**src/rtl/cpu_types_pkg.sv**
```systemverilog
// Shared types for the memory arbiter: data word, arbiter FSM states and
// requester identities (the latter also serves as the round-robin pointer).
package cpu_types_pkg;

  typedef logic [31:0] word_t;

  typedef enum logic [1:0] {
    IDLE,
    GNT_D,
    GNT_I0,
    GNT_I1
  } arb_state_t;

  typedef enum logic [1:0] {
    REQ_D,
    REQ_I0,
    REQ_I1
  } arb_req_t;

endpackage

```
**src/rtl/memory_arbiter_if.sv**
```systemverilog
// Bus bundle between the requesters (D, I0, I1), the arbiter and the RAM port.
// master = arbiter view, slave = requester/RAM view.
interface memory_arbiter_if;
  import cpu_types_pkg::*;

  logic            dREN;
  logic            dWEN;
  logic            dlock;
  word_t           daddr;
  word_t           dstore;
  logic            dwait;
  word_t           dload;

  logic [1:0]      iREN;
  word_t [1:0]     iaddr;
  logic [1:0]      iwait;
  word_t [1:0]     iload;

  logic            ramREN;
  logic            ramWEN;
  word_t           ramaddr;
  word_t           ramstore;
  word_t           ramload;
  logic            ramwait;

  modport master (
    input  dREN, dWEN, dlock, daddr, dstore, iREN, iaddr, ramload, ramwait,
    output dwait, dload, iwait, iload, ramREN, ramWEN, ramaddr, ramstore
  );

  modport slave (
    output dREN, dWEN, dlock, daddr, dstore, iREN, iaddr, ramload, ramwait,
    input  dwait, dload, iwait, iload, ramREN, ramWEN, ramaddr, ramstore
  );

endinterface

```
**src/rtl/arb_starve_counter.sv**
```systemverilog
// Saturating count of D grants served while an icache waits; clear wins over
// increment, and limit_o flags when an icache must be served next.
module arb_starve_counter #(
  parameter int CNT_W        = 3,
  parameter int STARVE_LIMIT = 4
) (
  input  logic clk_i,
  input  logic rst_ni,
  input  logic inc_i,
  input  logic clr_i,
  output logic limit_o
);

  localparam logic [CNT_W-1:0] CntMax = '1;
  localparam logic [CNT_W-1:0] Limit  = CNT_W'(STARVE_LIMIT);

  logic [CNT_W-1:0] cnt_q, cnt_d;

  always_comb begin
    // NOTE: default first so every path assigns cnt_d and no latch is inferred.
    cnt_d = cnt_q;
    if (clr_i) begin
      cnt_d = '0;
    end else if (inc_i && (cnt_q != CntMax)) begin
      cnt_d = cnt_q + 1'b1;
    end
  end

  // NOTE: state uses non-blocking assignments so all flops update together.
  always_ff @(posedge clk_i) begin
    if (!rst_ni) begin
      cnt_q <= '0;
    end else begin
      cnt_q <= cnt_d;
    end
  end

  assign limit_o = (cnt_q >= Limit);

endmodule

```
**src/rtl/memory_arbiter.sv**
```systemverilog
// Three-way RAM port arbiter: D fixed priority with block lock, I0/I1 round
// robin, starvation guard. Define ARB_PERF_CNT_EN for per-requester grant counters.
module memory_arbiter
  import cpu_types_pkg::*;
#(
  parameter int STARVE_LIMIT = 4,
  parameter int CNT_W        = 3
) (
  input  logic              CLK,
  input  logic              nRST,
  memory_arbiter_if.master  bus
`ifdef ARB_PERF_CNT_EN
  ,
  output word_t             gnt_cnt_d,
  output word_t             gnt_cnt_i0,
  output word_t             gnt_cnt_i1
`endif
);

  arb_state_t state_q, state_d;
  arb_req_t   rr_q, rr_d;
  arb_state_t i_pick;
  logic       any_i, d_req, starved, d_done, i_done, i_idx;

  assign any_i = |bus.iREN;
  assign d_req = bus.dREN | bus.dWEN;
  assign i_idx = (state_q == GNT_I1);

  // Pointer's icache if it asks, otherwise the other one.
  always_comb begin
    i_pick = GNT_I1;
    if ((rr_q == REQ_I0 && bus.iREN[0]) || (rr_q == REQ_I1 && !bus.iREN[1])) begin
      i_pick = GNT_I0;
    end
  end

  always_comb begin
    state_d      = state_q;
    rr_d         = rr_q;
    d_done       = 1'b0;
    i_done       = 1'b0;
    bus.ramREN   = 1'b0;
    bus.ramWEN   = 1'b0;
    bus.ramaddr  = '0;
    bus.ramstore = '0;
    bus.dwait    = 1'b1;
    bus.iwait    = 2'b11;
    bus.dload    = '0;
    bus.iload    = '0;
    case (state_q)
      IDLE: begin
        if (starved && any_i)  state_d = i_pick;
        else if (d_req)        state_d = GNT_D;
        else if (any_i)        state_d = i_pick;
      end
      GNT_D: begin
        bus.ramaddr  = bus.daddr;
        bus.ramstore = bus.dstore;
        bus.dload    = bus.ramload;
        if (!d_req) begin
          state_d = IDLE;
        end else begin
          bus.ramWEN = bus.dWEN;
          bus.ramREN = bus.dREN & ~bus.dWEN;
          if (!bus.ramwait) begin
            bus.dwait = 1'b0;
            d_done    = 1'b1;
            state_d   = bus.dlock ? GNT_D : IDLE;
          end
        end
      end
      GNT_I0, GNT_I1: begin
        bus.ramaddr       = bus.iaddr[i_idx];
        bus.iload[i_idx]  = bus.ramload;
        if (!bus.iREN[i_idx]) begin
          state_d = IDLE;
        end else begin
          bus.ramREN = 1'b1;
          if (!bus.ramwait) begin
            bus.iwait[i_idx] = 1'b0;
            i_done           = 1'b1;
            state_d          = IDLE;
            rr_d             = i_idx ? REQ_I0 : REQ_I1;
          end
        end
      end
      default: state_d = IDLE;
    endcase
  end

  always_ff @(posedge CLK) begin
    if (!nRST) begin
      state_q <= IDLE;
      rr_q    <= REQ_I0;
    end else begin
      state_q <= state_d;
      rr_q    <= rr_d;
    end
  end

  arb_starve_counter #(
    .CNT_W        (CNT_W),
    .STARVE_LIMIT (STARVE_LIMIT)
  ) u_starve (
    .clk_i   (CLK),
    .rst_ni  (nRST),
    .inc_i   (d_done & any_i),
    .clr_i   (i_done),
    .limit_o (starved)
  );

`ifdef ARB_PERF_CNT_EN
  word_t cnt_d_q, cnt_i0_q, cnt_i1_q;

  always_ff @(posedge CLK) begin
    if (!nRST) begin
      cnt_d_q  <= '0;
      cnt_i0_q <= '0;
      cnt_i1_q <= '0;
    end else begin
      if (d_done)            cnt_d_q  <= cnt_d_q + 32'd1;
      if (i_done && !i_idx)  cnt_i0_q <= cnt_i0_q + 32'd1;
      if (i_done && i_idx)   cnt_i1_q <= cnt_i1_q + 32'd1;
    end
  end

  assign gnt_cnt_d  = cnt_d_q;
  assign gnt_cnt_i0 = cnt_i0_q;
  assign gnt_cnt_i1 = cnt_i1_q;
`endif

endmodule

```
**src/flat_wrapper.sv**
```systemverilog
// flat-port wrapper written by rule: the top's interface ports become plain ports
module memory_arbiter_flat import cpu_types_pkg::*;
#(
  parameter int STARVE_LIMIT = 4,
  parameter int CNT_W        = 3
)
  (CLK, nRST, bus_dREN, bus_dWEN, bus_dlock, bus_daddr, bus_dstore, bus_iREN, bus_iaddr, bus_ramload, bus_ramwait, bus_dwait, bus_dload, bus_iwait, bus_iload, bus_ramREN, bus_ramWEN, bus_ramaddr, bus_ramstore);
  memory_arbiter_if bus_i ();
  input  logic CLK;
  input  logic nRST;
  input wire logic [$bits(bus_i.dREN)-1:0] bus_dREN;
  input wire logic [$bits(bus_i.dWEN)-1:0] bus_dWEN;
  input wire logic [$bits(bus_i.dlock)-1:0] bus_dlock;
  input wire logic [$bits(bus_i.daddr)-1:0] bus_daddr;
  input wire logic [$bits(bus_i.dstore)-1:0] bus_dstore;
  input wire logic [$bits(bus_i.iREN)-1:0] bus_iREN;
  input wire logic [$bits(bus_i.iaddr)-1:0] bus_iaddr;
  input wire logic [$bits(bus_i.ramload)-1:0] bus_ramload;
  input wire logic [$bits(bus_i.ramwait)-1:0] bus_ramwait;
  output wire logic [$bits(bus_i.dwait)-1:0] bus_dwait;
  output wire logic [$bits(bus_i.dload)-1:0] bus_dload;
  output wire logic [$bits(bus_i.iwait)-1:0] bus_iwait;
  output wire logic [$bits(bus_i.iload)-1:0] bus_iload;
  output wire logic [$bits(bus_i.ramREN)-1:0] bus_ramREN;
  output wire logic [$bits(bus_i.ramWEN)-1:0] bus_ramWEN;
  output wire logic [$bits(bus_i.ramaddr)-1:0] bus_ramaddr;
  output wire logic [$bits(bus_i.ramstore)-1:0] bus_ramstore;
  assign bus_i.dREN = bus_dREN;
  assign bus_i.dWEN = bus_dWEN;
  assign bus_i.dlock = bus_dlock;
  assign bus_i.daddr = bus_daddr;
  assign bus_i.dstore = bus_dstore;
  assign bus_i.iREN = bus_iREN;
  assign bus_i.iaddr = bus_iaddr;
  assign bus_i.ramload = bus_ramload;
  assign bus_i.ramwait = bus_ramwait;
  assign bus_dwait = bus_i.dwait;
  assign bus_dload = bus_i.dload;
  assign bus_iwait = bus_i.iwait;
  assign bus_iload = bus_i.iload;
  assign bus_ramREN = bus_i.ramREN;
  assign bus_ramWEN = bus_i.ramWEN;
  assign bus_ramaddr = bus_i.ramaddr;
  assign bus_ramstore = bus_i.ramstore;
  memory_arbiter #(.STARVE_LIMIT(STARVE_LIMIT), .CNT_W(CNT_W)) u_core (.CLK(CLK), .nRST(nRST), .bus(bus_i));
endmodule
```
**config.mk**
```make
export PLATFORM = sky130hd
export DESIGN_NAME = memory_arbiter_flat
export DESIGN_NICKNAME = d
export VERILOG_FILES = /design/src/rtl/cpu_types_pkg.sv /design/src/rtl/memory_arbiter_if.sv /design/src/rtl/arb_starve_counter.sv /design/src/rtl/memory_arbiter.sv /design/src/flat_wrapper.sv
export SDC_FILE = /design/constraint.sdc
export NUM_CORES = 1
export LEC_CHECK = 0
export ABC_AREA = 1
export CAP_MARGIN = 20
export CORE_AREA = 2 2 130 132
export DETAILED_ROUTE_END_ITERATION = 8
export DIE_AREA = 0 0 132 134
export SLEW_MARGIN = 15
export SYNTH_ARGS = -nofsm -noshare
export SYNTH_HDL_FRONTEND = slang
export SYNTH_SLANG_ARGS = --single-unit
export TNS_END_PERCENT = 5
```
**constraint.sdc**
```tcl
create_clock -name CLK -period 1.2 [get_ports CLK]
set_input_delay 0.24 -clock CLK [delete_from_list [all_inputs] [get_ports CLK]]
set_output_delay 0.24 -clock CLK [all_outputs]
set_load 0.02 [all_outputs]
```
# Word level (Yosys, flattened, before mapping)
# Cells that the tools add are included.
# classes
n_addsub	1
order_cmp	3
eq_ne	9
muxes	39
n_bitwise	8
reduce_logical	13
# ops
operator	n
32-bit 2-to-1 mux	5
64-bit AND	1
64-bit 2-to-1 mux	1
32-bit case mux with 2 select lines	1
32-bit demux with 1-bit select	1
2-bit 2-to-1 mux	11
1-bit 2-to-1 mux	17
3-bit != test (second input constant)	3
2-bit == test (second input constant)	3
2-bit case mux with 3 select lines	1
3-bit AND reduction	2
2-bit OR reduction	3
1-bit logical AND	5
2-bit by 1-bit == test with 1-bit output (second input constant)	2
4-bit by 1-bit != test with 1-bit output (second input constant)	1
3-bit by 1-bit adder with 3-bit output (second input constant)	1
3-bit >= comparator (second input constant)	1
1-bit inverter	3
1-bit AND	2
2-bit zero test	1
1-bit by 2-bit less-than comparator with 1-bit output (second input constant)	1
2-bit inverter	1
1-bit case mux with 2 select lines	1
1-bit demux with 1-bit select	1
other kinds (4)	4
# word_totals
ff_bits	7
in_bits	168
out_inout_bits	165
word_cells	76

# Depth between registers and ports, before layout
# Gate-level depths: netlist of the first run.
# depth
ltp_word	9
mapped_depth	10
mapped_depth_nobuf	9

# Cells and area by module
# A second synthesis of the first run with hierarchy kept.
# hier_totals
cells_unflattened	431
area_unflattened_um2	1888.1
# by_module_without_submodules
module	instances	cells_per_inst	area_each_um2	seq_area_each_um2
memory_arbiter	1	403	1701.6	80.1
arb_starve_counter	1	28	186.4	60.1

# Least setup slack after synthesis of the first run
# No wires, ideal clock.
# synth_path
path_type	register -> output
start	reg u_core.state_q[0]
end	out bus_ramREN
arrival_time_ps	1428
required_time_ps	960
path_slack_ps	-468
path_stages_with_launch	5
n_path_buf	0
cell_sequence	dfxtp_1 inv_2 nor2_4 inv_1 o311ai_0
# synth_between
elab_chain_cells	5
elab_cells_between_ends	8
classes_between	eq/ne (3); mux (4); reduce/logical (1)
# synth_lines
element	line_no	rtl
start: declaration	memory_arbiter.sv:20	arb_state_t state_q, state_d;
start signal: assignment	memory_arbiter.sv:96	state_q <= state_d;
2-bit == test	memory_arbiter.sv:27, memory_arbiter.sv:50	
1-bit 2-to-1 mux (not written as such) (2 in a row)	memory_arbiter.sv:75	if (!bus.iREN[i_idx]) begin
1-bit 2-to-1 mux	memory_arbiter.sv:75	
1-bit case mux with 2 select lines (*)	memory_arbiter.sv:50	case (state_q)
end: declaration	flat_wrapper.sv:24	output wire logic [$bits(bus_i.ramREN)-1:0] bus_ramREN;
# Every way passes the cells marked *; elsewhere a longest branch is shown, timed or not. The select of a mux whose other input is x is not followed.

# Worst setup path after layout of the first run
# Ends and elaborated chain as after synthesis.

==> results of run 1 <==
## registers in the layout, indices dropped and copies added (netlist names)
signal,count
u_core.state_q,2
u_core.rr_q,2
u_core.u_starve.cnt_q,3
## worst max-delay path by stage
| stage | start | end | slack (ns) |
|---|---|---|---|
| after floorplan | u_core.state_q[1] | bus_ramaddr[10] | -0.21 |
| after global placement | bus_iREN[0] | bus_iwait[0] | -0.81 |
| after detailed placement | bus_iREN[0] | bus_iwait[0] | -0.80 |
| after CTS | u_core.state_q[0] | bus_dwait | -0.59 |
| after global routing | u_core.state_q[0] | bus_ramREN | -0.59 |
| final | u_core.state_q[0] | bus_ramREN | -0.53 |
## cell usage after synthesis
master and count:
inv_1 78, nand3_2 1, ha_1 3, o311ai_0 1, nand4_1 2, o21bai_1 1, nor2_1 133, nor2_4 1
nand2_1 93, buf_6 1, nand3_1 74, nor3_2 1, inv_2 2, dfxtp_1 7, and3_1 1, clkbuf_1 19
buf_2 7, a21oi_1 4
## final cells by class
cell class	count	area (sq um)
fillers	1673	9840
repair buffers	375	3870
clock buffers	4	78.8
multi-input cells	315	1760
diodes	1	2.50
well taps	220	275
inverters	80	313
flip-flops and latches	7	143
## what timing repair did
action / CTS / global route
buffers inserted: 1 / 2
pin swaps: 0 / 6
gates cloned: 1 / 5
setup endpoints to repair: 172 / 172
hold buffers: 0 / 0
gates resized for setup: 692 / 171
## placed cells by master (no fill, tap or decap), drive strengths merged
cell           count
and3               1
dfxtp              7
o21bai             1
ha                 3
diode              1
nor2             134
nor3               1
nand2             93
a21oi              4
nand3             75
nand4              2
clkinv             1
o311ai             1
clkdlybuf4s50    167
buf              164
inv               79
clkbuf             9
clkdlybuf4s15     39
## layer usage
layer / vias to the layer above / part of all wire, %
met5: - / 0
met3: 12 / 8.4
met1: 1683 / 39
li1: 1989 / -
met2: 189 / 52
met4: 0 / 1.2
## cells by family after synthesis
family                     Yosys count  share of synthesized area, %
adders and majority gates            3                          1.98
DFF                                  7                          7.37
AOI/OAI and AO/OA                    6                          1.91
buffers and inverters              107                          22.0
and+or+nand+nor                    306                          66.8
## metrics by stage
stage	setup slack, ns	utilization (%)	setup TNS, ns	hold WS (ns)
finish	-0.527	39.6	-67.79	0.474
floorplan	-0.207	-	-19.58	0.353
detailed placement	-0.804	36.9	-107.30	0.473
global placement	-0.807	36.9	-106.03	0.464
global route	-0.588	39.5	-78.95	0.504
CTS	-0.595	36.8	-68.78	0.478
## worst max-delay path, stage by stage, from the launching register on
cell and delay (ns):
dfxtp_2 0.34, inv_4 0.04, nor2_4 0.13, clkinv_4 0.14, buf_6 0.17, o311ai_2 0.24
buf_4 0.19
## power groups by stage
stage               clock, mW  sequential, mW  combinational, mW
finish                  0.570           0.270               4.65
global route            0.603           0.272               4.93
CTS                     0.580           0.271               4.05
global placement            0           0.271               4.22
detailed placement          0           0.272               4.22
floorplan                   0           0.274               2.00
==> impl_metrics.tcl, run 1 <==
set metrics [dict create \
    status "finished, violations left" \
    violations "setup timing" \
    hold_violations 0 \
    slew_headroom_pct 83.9 \
    p_switching_mw 2.53 \
    grt_setup_unrepaired "yes" \
    yosysWarnings 0 \
    finalWirelength_mm 14.2 \
    numPlacedInstances 989 \
    overflow 0 \
    ant_nets 0 \
    netSwitchingFraction_pct 46.0 \
    clock_latency_ns 0.23 \
    grt.total_usage_pct 14.2 \
    combPwrFrac_pct 84.7 \
    gr-usage-met3_pct 3.97 \
    netlist_instances 429 \
    ys_top_cells_by_area "nor2_1 (26%), nand3_1 (19%), nand2_1 (18%)" \
    cp-start-kind "flop" \
    die_w_um 132 \
    ys_seq_area_share_pct 7.37 \
    rrSetupSlack_ns -0.34 \
    drt-wirelength-per-cell_um 14.1 \
    hpwlAfterDp_mm 11.3 \
    synth_cell_types 18 \
    fin_ws_ns -0.527 \
    avgSynthCellArea_sq_um 4.43 \
    ys_seq_elements 7 \
    final_nets 953 \
    worst_clock_skew_ns 0.00125 \
    maxCapViolations 0 \
    placed_area_sq_um 6010 \
    start_util_pct 11.7 \
    hp-start "u_core.rr_q[1]" \
    hp-class "reg -> reg" \
    grt_busiest_layer "met2" \
    cts.clk_slew.worst_paths_ns 0.04 \
    cts_root_buffer "clkbuf_16" \
    p_int_mw 2.96 \
    vias 3873 \
    crit_path_max_fanout 7 \
    drv_slew 0 \
    gp_congestion 0.784 \
    synth_nets 600 \
    endpoint_kind "output port" \
    die_y_um 134 \
    clock_path_buffers 2 \
    drive_gt1_share_pct 42.3 \
    ioPinCount 333 \
    dr.pass1.iters 4 \
    grt_max_degree 34 \
    power_mw 5.49 \
    vdd_ir_drop_max_uv 584 \
    rr_worst_depth 10 \
    p_leak_nw 3.07 \
    drcViolationCount 0 \
    hold_depth 2 \
    grt_pass1_vias 3607 \
    drt_iter0_markers 140 \
    required_ns 0.96 \
    die_area_sq_um 17700 \
    final_area_sq_um 6440 \
    period_share_pct 144 \
    vias_per_cell 3.87 \
    numCtsBuffers 3 \
    worstPathArrival_ns 1.49 \
    met1_usage_pct 16.6 \
    worst-setup-path-type "reg -> out" \
    worst_pin_slew_ns 0.241 \
    synth_top_area_share_pct 26.3 \
    synth_area_leader_cell "nor2_1" \
    syn_to_final_growth_pct 239 \
    syn_area_sq_um 1900 \
    setup_violations 172 \
    fp-row-count 47 \
    grt_pass1_wl_mm 20.2 \
    io_buffers 332 \
    seq_power_share_pct 4.9 \
    hold_end "u_core.rr_q[1]" \
    min_period_ns 1.73 \
    power.share.clock_pct 10.4 \
    cts_tree "built" \
    antenna_found_initial 1 \
    fmax_ghz 0.579 \
    p_per_area_nw_per_um2 852 \
    stdcell_count 1002 \
    cts_max_level 1 \
    clock-sinks 7 \
    reg2reg_from "u_core.state_q[0]" \
    core_area_sq_um 16300 \
    use_met2_pct 26.2 \
    r2r-end "u_core.u_starve.cnt_q[0]" \
]
(Power assumes the default switching activity.)
==> run 2: changes to the inputs <==
CAP_MARGIN = 10   (was 20)
==> results of run 2 <==
No change in the layout: final DEF, timing and power equal those of run 1.
==> run 3: changes to the inputs <==
HOLD_SLACK_MARGIN = 0.12   (was unset)
SLEW_MARGIN = unset   (was 15)
==> results of run 3 <==
No change in the layout: final DEF, timing and power equal those of run 1.
